### src/rtl/reshape_word_packer.sv
// reshape_word_packer: packs a byte write stream into 32-bit little-endian words
// with byte enables. Completed words go through a small first-word-fall-through
// FIFO; the block also counts frame bytes and flags frame completion and dropped pushes.
module reshape_word_packer #(
  parameter int unsigned ADDR_W      = 20,
  parameter int unsigned FIFO_DEPTH  = 8,
  parameter int unsigned FRAME_BYTES = 76800
) (
  input  logic              clk,
  input  logic              rstn,
  input  logic              in_en,
  input  logic [ADDR_W-1:0] in_addr,
  input  logic [7:0]        in_data,
  output logic              out_valid,
  input  logic              out_ready,
  output logic [ADDR_W-3:0] out_addr,
  output logic [31:0]       out_data,
  output logic [3:0]        out_be,
  output logic              frame_done,
  output logic              overflow,
  output logic [ADDR_W-1:0] byte_cnt
);

  localparam int unsigned WA_W  = ADDR_W - 2;
  localparam int unsigned PTR_W = $clog2(FIFO_DEPTH);
  localparam int unsigned CNT_W = PTR_W + 1;

  typedef struct packed {
    logic [WA_W-1:0] addr;
    logic [31:0]     data;
    logic [3:0]      be;
  } word_t;

  logic              cap_en_q;
  logic [ADDR_W-1:0] cap_addr_q;
  logic [1:0]        ev_lane;
  word_t             fresh;

  word_t             pk_q, pk_n;
  word_t             push_w0, push_w1;
  logic [1:0]        n_req;
  logic [ADDR_W-1:0] cnt_q, cnt_n;
  logic              frame_end;

  word_t             mem [FIFO_DEPTH];
  logic [PTR_W-1:0]  rd_q, rd_n, wr_q, wr_n, wr_nxt1;
  logic [CNT_W-1:0]  fcnt_q, fcnt_n, free;
  logic [1:0]        n_acc;
  logic              pop, drop;
  logic              valid_q;
  word_t             head_q, head_n;

  logic              drain_q, drain_set, fire;
  logic              frame_done_q, overflow_q;

  // Capture strobe and address; the data byte arrives one cycle later.
  always_ff @(posedge clk or negedge rstn) begin
    if (!rstn) begin
      cap_en_q   <= 1'b0;
      cap_addr_q <= '0;
    end else begin
      cap_en_q   <= in_en;
      cap_addr_q <= in_addr;
    end
  end

  // Single-byte word built from the current byte event.
  always_comb begin
    ev_lane    = cap_addr_q[1:0];
    fresh      = '0;
    fresh.addr = cap_addr_q[ADDR_W-1:2];
    fresh.data = 32'(in_data) << {ev_lane, 3'b000};
    fresh.be   = 4'b0001 << ev_lane;
  end

  // Packer merge/restart rules, up to two pushes per event (old word, then new).
  always_comb begin
    pk_n      = pk_q;
    push_w0   = '0;
    push_w1   = '0;
    n_req     = 2'd0;
    cnt_n     = cnt_q;
    frame_end = 1'b0;
    if (cap_en_q) begin
      frame_end = (cnt_q == ADDR_W'(FRAME_BYTES - 1));
      cnt_n     = frame_end ? '0 : cnt_q + ADDR_W'(1);
      if (pk_q.be == 4'h0) begin
        pk_n = fresh;
      end else if ((pk_q.addr == fresh.addr) && !pk_q.be[ev_lane]) begin
        pk_n.data = pk_q.data | fresh.data;
        pk_n.be   = pk_q.be | fresh.be;
      end else begin
        push_w0 = pk_q;
        n_req   = 2'd1;
        pk_n    = fresh;
      end
      if ((pk_n.be == 4'hF) || frame_end) begin
        if (n_req == 2'd0) push_w0 = pk_n;
        else               push_w1 = pk_n;
        n_req = n_req + 2'd1;
        pk_n  = '0;
      end
    end
  end

  // FIFO bookkeeping: accept pushes into free slots, bypass the next head.
  always_comb begin
    pop     = valid_q & out_ready;
    free    = CNT_W'(FIFO_DEPTH) - fcnt_q + CNT_W'(pop);
    n_acc   = (CNT_W'(n_req) <= free) ? n_req : 2'(free);
    drop    = (n_acc != n_req);
    rd_n    = rd_q + PTR_W'(pop);
    wr_n    = wr_q + PTR_W'(n_acc);
    wr_nxt1 = wr_q + PTR_W'(1);
    fcnt_n  = fcnt_q - CNT_W'(pop) + CNT_W'(n_acc);
    head_n  = mem[rd_n];
    if (fcnt_n == '0) begin
      head_n = '0;
    end else if ((n_acc != 2'd0) && (wr_q == rd_n)) begin
      head_n = push_w0;
    end else if ((n_acc == 2'd2) && (wr_nxt1 == rd_n)) begin
      head_n = push_w1;
    end
  end

  // Frame completion: wait until the FIFO and packer are both empty.
  always_comb begin
    drain_set = drain_q | frame_end;
    fire      = drain_set && (fcnt_n == '0) && (pk_n.be == 4'h0);
  end

  // FIFO storage, written only into free slots.
  always_ff @(posedge clk) begin
    if (n_acc != 2'd0) mem[wr_q]    <= push_w0;
    if (n_acc == 2'd2) mem[wr_nxt1] <= push_w1;
  end

  // Packer, counters, FIFO pointers, registered head and status flags.
  always_ff @(posedge clk or negedge rstn) begin
    if (!rstn) begin
      pk_q         <= '0;
      cnt_q        <= '0;
      rd_q         <= '0;
      wr_q         <= '0;
      fcnt_q       <= '0;
      valid_q      <= 1'b0;
      head_q       <= '0;
      drain_q      <= 1'b0;
      frame_done_q <= 1'b0;
      overflow_q   <= 1'b0;
    end else begin
      pk_q         <= pk_n;
      cnt_q        <= cnt_n;
      rd_q         <= rd_n;
      wr_q         <= wr_n;
      fcnt_q       <= fcnt_n;
      valid_q      <= (fcnt_n != '0);
      head_q       <= head_n;
      drain_q      <= drain_set & ~fire;
      frame_done_q <= fire;
      overflow_q   <= overflow_q | drop;
    end
  end

  assign out_valid  = valid_q;
  assign out_addr   = head_q.addr;
  assign out_data   = head_q.data;
  assign out_be     = head_q.be;
  assign frame_done = frame_done_q;
  assign overflow   = overflow_q;
  assign byte_cnt   = cnt_q;

endmodule

### config.mk
export PLATFORM = sky130hd
export DESIGN_NAME = reshape_word_packer
export DESIGN_NICKNAME = d
export VERILOG_FILES = /design/src/rtl/reshape_word_packer.sv
export SDC_FILE = /design/constraint.sdc
export NUM_CORES = 1
export LEC_CHECK = 0
export CORE_MARGIN = 8
export CORE_UTILIZATION = 50
export CTS_CLUSTER_DIAMETER = 60
export DETAILED_ROUTE_END_ITERATION = 8
export PLACE_DENSITY = 0.76
export SLEW_MARGIN = 20
export SYNTH_ARGS = -nofsm -noshare
export SYNTH_HDL_FRONTEND = slang
export SYNTH_SLANG_ARGS = --single-unit
### constraint.sdc
create_clock -name clk -period 8.7 [get_ports clk]
set_input_delay 2.61 -clock clk [delete_from_list [all_inputs] [get_ports clk]]
set_output_delay 2.61 -clock clk [all_outputs]
set_load 0.02 [all_outputs]
==> results of run 1 <==
-- kinds of logic (layout without fill, tap and decap cells) --
group / after synthesis / after routing / synth area share [%]
other cells: 0 / 1 / 0
fa+ha+maj: 15 / 15 / 0.686
xor+xnor: 49 / 49 / 1.47
compound gates: 865 / 865 / 17.0
mux: 173 / 173 / 10.7
flops: 595 / 595 / 58.5
buf+inv: 279 / 327 / 3.67
simple gates: 506 / 506 / 8.00
-- cells in the final DEF, fill, tap and decap left out, types with 4 or more instances in the layout --
cell type and instances:
edfxtp_1 432, a21oi_1 387, nand2_1 297, o21ai_0 227, dfrtp_1 162, mux4_2 108, clkdlybuf4s50_1 107, buf_4 65
clkbuf_16 62, o22ai_1 50, a221oi_1 50, nand3_1 43, a22o_1 35, mux2_2 34, o21ai_1 34, nor2_1 33
inv_1 33, or4_1 33, and2_1 28, xnor2_1 25, mux2i_1 23, xor2_1 23, a211oi_1 20, a22oi_1 19
and3_1 16, clkinv_2 12, clkbuf_8 11, nor2_4 10, ha_1 10, clkbuf_1 10, a21o_1 9, nand4_1 8
mux2i_4 8, bufinv_16 8, nor2b_1 6, nand2b_1 6, clkinv_1 6, o21ai_4 6, nor4_1 4
-- flip-flops by register name, summed over array words and instances, names as in the netlist --
signal	count
byte_cnt	20
cap_addr_q	20
cap_en_q	1
drain_q	1
fcnt_q	4
frame_done	1
mem	432
out_addr	18
out_be	4
out_data	32
out_valid	1
overflow	1
pk_q	54
rd_q	3
wr_q	3
-- layer usage --
| layer | share of wire [%] | up-vias |
|---|---|---|
| met1 | 34 | 11000 |
| met5 | 0 | - |
| met3 | 13 | 393 |
| met2 | 47 | 1847 |
| li1 | - | 9415 |
| met4 | 5.8 | 0 |
-- area by class of cell --
| type | count | share of cell area, % |
|---|---|---|
| diodes | 1 | 0.00749 |
| clock buffers | 82 | 5.17 |
| clock inverters | 34 | 1.33 |
| inverters | 34 | 0.382 |
| multi-input cells | 1608 | 34.3 |
| flip-flops and latches | 595 | 51.1 |
| well taps | 765 | 2.87 |
| repair buffers | 177 | 4.92 |
-- path summary, 6_finish.rpt --
path                          startpoint            to  slack, ns  depth (start not counted)
setup / recovery           cap_addr_q[1]  out_data[21]       1.02                         25
hold / removal                  overflow      overflow       0.49                          1
setup reg to reg           cap_addr_q[1]  out_data[21]       1.02                         25
hold reg to reg                 overflow      overflow       0.49                          1
max in group asynchronous           rstn      pk_q[11]       5.16                          2
min in group asynchronous           rstn   byte_cnt[9]       2.02                          1
-- power by group --
part / internal [W] / leakage, nW / switching (W)
combinational: 0.00169 / 4.72 / 0.00212
clock: 0.00164 / 1.07 / 0.00116
sequential: 0.00355 / 6.05 / 0.000297
-- Yosys cell counts, drive strengths merged, types with 2 or more instances --
library cell,count,share of area (%)
nor2b,7,0.15
o31ai,4,0.10
o21bai,2,0.051
o22ai,50,1.1
dfrtp,163,14
and2,28,0.60
nand4,8,0.17
nand2b,6,0.13
nor2,43,0.55
o21ai,267,4.6
mux4,108,8.3
fa,2,0.14
nor4,5,0.11
or4,33,0.85
nand3,43,0.74
edfxtp,432,44
ha,12,0.51
xnor2,25,0.75
and3,16,0.34
mux2i,31,1.1
buf,64,0.90
nor3,6,0.16
a21oi,388,6.7
a221oi,52,1.6
or2,2,0.043
mux2,34,1.3
a22oi,19,0.49
and4,3,0.090
a31oi,3,0.064
a22o,35,1.1
a2111oi,3,0.15
or3,4,0.10
nand2,297,3.8
o211ai,2,0.051
a21boi,2,0.051
inv,33,0.42
a21o,10,0.26
clkbuf,181,2.3
a211oi,22,0.61
xor2,24,0.72
-- critical path: cells and delay by family, from the launching register on --
family,cells,cell delay [ns]
adder cells (fa/ha/maj),4,1.32
flip-flops,1,0.55
AND/OR/NAND/NOR,8,1.96
buffers and inverters,5,1.57
XOR/XNOR,2,0.39
AO/OA/AOI/OAI,6,1.80
-- metrics by stage --
stage,utilization [%],std cells,cell area [sq um]
4_1_cts,57.9,3294,33400
6_report,57.9,3296,33400
5_1_grt,57.9,3295,33400
2_1_floorplan,-,2482,29200
3_3_place_gp,54.0,3177,31200
3_5_place_dp,54.1,3178,31200
==> run summary, run 1 <==
Critical path launch point type = flip-flop
Flops & latches, synth = 595
Clock buffer depth = 3
Global-route wire length before repair = 137000 um
All-Layer GR Usage = 26.7%
Kind of critical path = reg -> reg
Via density = 6.88
Post-synthesis sequential area ratio = 58.5%
Postcts setup bufs = 0
Unrepaired setup endpoints after global routing = no
Multi-input gate area = 0.0114 sq mm
Fraction of layout instances using a drive strength above 1 = 14.3%
Max Fclk = 0.130 GHz
Register area = 0.0171 sq mm
Die X = 258 um
Worst Hold Margin = 0.492 ns
Required @ worst endpoint = 9.27 ns
Ys Warns = 0
Routed Antenna Nets = 0
EDFF count, synth = 432
Max cap viols = 0
Cells after Synth = 2482
CTS Hold Bufs = 0
DRC errors left = 0
Setup ws final = 1.02 ns
Num rows = 88
Ports = 109
CTS tree = yes
Die Span Y = 258 um
Detailed placer's ending HPWL = 50500 um
Met1 Use GR = 33.7%
Slowest cell on crit path = buf_4
Slew Limit Headroom = 19.2%
Routed vias = 22700
CORE AREA = 0.0577 sq mm
Initial Utilization = 50.6%
Post-Syn Nets = 2528
Crit. End Element = flip-flop
P per Cell Area = 313 mW/mm^2
Final WL = 91600 um
Global route overflow = 0
CTS resizes = 0
Number of nets in the layout = 2523
Clock root cell = clkbuf_16
Largest net degree at the start of global routing = 117
Pleak = 11.8 nW
Status = completed
Synthesized area = 0.0292 sq mm
Crit-path most repeated cell = buf_4
Fin crit period = 7.68 ns
Peak fanout along the critical path = 41
CP peak stage delay = 0.57 ns
Slew Limit Fails = 0
Power, Total = 0.0105 W
Vias in the first global route = 22700
Met2 Track Usage GR = 42.5%
Final setup fails = 0
Hold Crit Class = reg -> reg
Worst setup slack after placement = 0.855 ns
Reg clk slew, reported paths = 0.07 ns
Clock skew = 0.0355 ns
RePlAce Congestion = 0.852
DR iter-0 viols = 3651
Final period util = 88.3%
Final hold vios = 0
Busiest layer in global routing = met2
DR pass1 iterations = 6
Arrival @ worst endpoint = 8.25 ns
# fillers = 4494
Antenna violations before repair = 1
Async S/R FF share, synth = 27.4%
Worst-Margin Slew = 1.19 ns
CTS Sinks = 595
Port buffer count = 108
Worst-skew pair later-pin latency = 0.67 ns
Max IR drop VDD = 0.000327 V
WL/cell = 27.8 um
Post-synth cell types = 62
Most common flop cell mapped by yosys = edfxtp_1
Die area = 0.0663 sq mm
Met3 Use GR = 6.25%
Synth-to-Final Area Change = 14.5%
H-tree depth = 2
CTS buffer count = 61
Setup TNS = 0 ns
Avg Cell Area, Syn = 11.8 sq um
Power figures use the tool's default switching activity.
==> inputs of run 2 (changes only) <==
--- a/config.mk
+++ b/config.mk
@@ -9,7 +9,7 @@
 export CORE_UTILIZATION = 50
 export CTS_CLUSTER_DIAMETER = 60
 export DETAILED_ROUTE_END_ITERATION = 8
-export PLACE_DENSITY = 0.76
+export PLACE_DENSITY = 0.73
 export SLEW_MARGIN = 20
 export SYNTH_ARGS = -nofsm -noshare
 export SYNTH_HDL_FRONTEND = slang
==> constraint.sdc (replaced) <==
create_clock -name clk -period 7.5 [get_ports clk]
set_input_delay 2.25 -clock clk [delete_from_list [all_inputs] [get_ports clk]]
set_output_delay 2.25 -clock clk [all_outputs]
set_load 0.02 [all_outputs]
==> run 2 against run 1 <==
Against the previous run:
- cell count increased by 0.33%
- design area increased by 0.14%
- first-iteration DRC count is 16% lower
- maximum frequency rose by 12%
- critical path type unchanged
- critical endpoint is now out_addr[10]
- largest cell class unchanged
- largest power group unchanged
==> run summary, run 2 (synthesis gave the netlist of run 1 again) <==
Global route overflow = 0 (unchanged)
Synth-to-Final Area Change = 14.6% (was 14.5%)
Slew Limit Headroom = 26.4% (was 19.2%)
CTS resizes = 0 (unchanged)
Layout Utilization = 58.0% (was 57.9%)
Initial Utilization = 50.6% (unchanged)
CTS tree = yes (unchanged)
Port buffer count = 108 (unchanged)
Max IR drop VDD = 0.000356 V (was 0.000327 V)
H-tree depth = 2 (unchanged)
Crit. End Element = flip-flop (unchanged)
Required @ worst endpoint = 8.04 ns (was 9.27 ns)
CTS buffer count = 59 (was 61)
Largest register FFs = 432 (unchanged)
Global-route wire length before repair = 137000 um (about the same)
Critical path launch point type = flip-flop (unchanged)
Reg clk slew, reported paths = 0.07 ns (about the same)
CORE AREA = 0.0577 sq mm (unchanged)
Most common cell after layout, fill and taps aside = edfxtp_1 (unchanged)
Worst-skew pair later-pin latency = 0.66 ns (was 0.67 ns)
Vias in the first global route = 22900 (was 22700)
Fin crit period = 6.85 ns (was 7.68 ns)
Ports = 109 (unchanged)
Min-Delay Path Depth = 1 (unchanged)
Max Fclk = 0.146 GHz (was 0.130 GHz)
All-Layer GR Usage = 26.4% (was 26.7%)
Commonest cells after routing, fill and taps aside = edfxtp_1 (432), a21oi_1 (387), nand2_1 (297) (unchanged)
Setup TNS = 0 ns (unchanged)
Worst-Margin Slew = 1.09 ns (was 1.19 ns)
Clock skew = 0.0420 ns (was 0.0355 ns)
Final setup fails = 0 (unchanged)
Worst Hold Margin = 0.482 ns (was 0.492 ns)
Reg with most FFs = mem (unchanged)
Max cap viols = 0 (unchanged)
Hold Crit Class = reg -> reg (unchanged)
Antenna violations before repair = 3 (was 1)
Detailed placer's ending HPWL = 51000 um (was 50500 um)
Slew Limit Fails = 0 (unchanged)
Fraction of layout instances using a drive strength above 1 = 14.6% (was 14.3%)
Die area = 0.0663 sq mm (unchanged)
Placed cells = 3193 (was 3178)
DRC errors left = 0 (unchanged)
CTS Hold Bufs = 0 (unchanged)
Arrival @ worst endpoint = 7.39 ns (was 8.25 ns)
Routed Antenna Nets = 0 (unchanged)
Routed vias = 22400 (was 22700)
DR iter-0 viols = 3068 (was 3651)
WL/cell = 27.2 um (was 27.8 um)
Pleak = 11.9 nW (was 11.8 nW)
Postcts setup bufs = 0 (unchanged)
Final WL = 90100 um (was 91600 um)
Unrepaired setup endpoints after global routing = no (unchanged)
Final hold vios = 0 (unchanged)
Status = completed (unchanged)
Number of nets in the layout = 2536 (was 2523)
DR pass1 iterations = 6 (unchanged)
Peak fanout along the critical path = 33 (was 41)
Largest net degree at the start of global routing = 100 (was 117)
Final Non-Filler Cells = 3307 (was 3296)
Final period util = 91.3% (was 88.3%)
Die X = 258 um (unchanged)
Die Span Y = 258 um (unchanged)
Clock buffer depth = 3 (unchanged)
RePlAce Congestion = 0.871 (was 0.852)
P per Cell Area = 360 mW/mm^2 (was 313 mW/mm^2)
Num rows = 88 (unchanged)
Clock root cell = clkbuf_16 (unchanged)
Kind of critical path = reg -> reg (unchanged)
Worst Reg-to-Reg Cells = 22 (was 25)
CTS Sinks = 595 (unchanged)
Via density = 6.79 (was 6.88)
==> run 2: cell types whose count changed in the layout (fill, tap and decap cells not counted), sizes merged <==
cell / before / now
clkinv: 24 / 21
clkinvlp: 1 / 3
inv: 35 / 34
clkbuf: 83 / 82
bufinv: 8 / 7
buf: 69 / 84
==> run 2: layer usage <==
| layer | vias to the layer above | global-route usage [%] | wire length [um] | share of wire, % |
|---|---|---|---|---|
| li1 | 9439 | - | - | - |
| met1 | 11000 | 33.1 | 31300 | 35 |
| met2 | 1658 | 43.7 | 43300 | 48 |
| met3 | 323 | 5.27 | 10700 | 12 |
| met4 | 2 | 13.3 | 4720 | 5.2 |
| met5 | - | 0 | 16 | 0.018 |
==> run 2: layout make-up <==
class | instances | area [sq um]
Fill cell | 4582 | 24300
Sequential cell | 595 | 17100
Multi-Input combinational cell | 1608 | 11400
Timing Repair Buffer | 192 | 1850
Clock buffer | 81 | 1660
Tap cell | 765 | 957
Clock inverter | 31 | 405
Inverter | 34 | 128
Antenna cell | 1 | 2.50
==> run 2: worst paths after layout <==
kind | from | to | slack (ns)
worst max register to register | cap_addr_q[0] | out_addr[10] | 0.65
worst min register to register | overflow | overflow | 0.48
max in group asynchronous | rstn | cap_addr_q[9] | 4.29
worst min-delay path | overflow | overflow | 0.48
worst max-delay path | cap_addr_q[0] | out_addr[10] | 0.65
min in group asynchronous | rstn | cap_addr_q[13] | 1.67
==> run 2: where the power goes <==
| group | switching (W) | internal (W) | total (W) |
|---|---|---|---|
| clock | 0.00134 | 0.00180 | 0.00314 |
| combinational | 0.00245 | 0.00199 | 0.00444 |
| sequential | 0.000323 | 0.00412 | 0.00444 |
| total | 0.00412 | 0.00790 | 0.0120 |
==> run 2: worst max-delay path, stage by stage (launching register included) <==
cell and delay (ns):
dfrtp_1 0.59, and2_1 0.29, a2111oi_0 0.56, nand4_1 0.40, nor2_4 0.19, nor2_1 0.07
ha_1 0.28, nand2_1 0.13, ha_1 0.36, or2_2 0.32, a21oi_1 0.23, a31oi_1 0.09
o31ai_1 0.48, xnor2_1 0.18, ha_1 0.19, inv_1 0.06, fa_1 0.43, xnor2_1 0.23
nor4_2 0.11, nor2_4 0.77, buf_4 0.42, a221oi_1 0.09, a211oi_1 0.27
==> run 2: metrics by stage <==
step / power, W / area (sq um) / worst slack (ns)
floorplan: 0.00736 / 29200 / -0.791
global placement: 0.00876 / 31300 / 0.326
detailed placement: 0.00890 / 31300 / 0.0448
CTS: 0.0120 / 33400 / 0.724
global route: 0.0125 / 33400 / 0.105
finish: 0.0120 / 33400 / 0.649
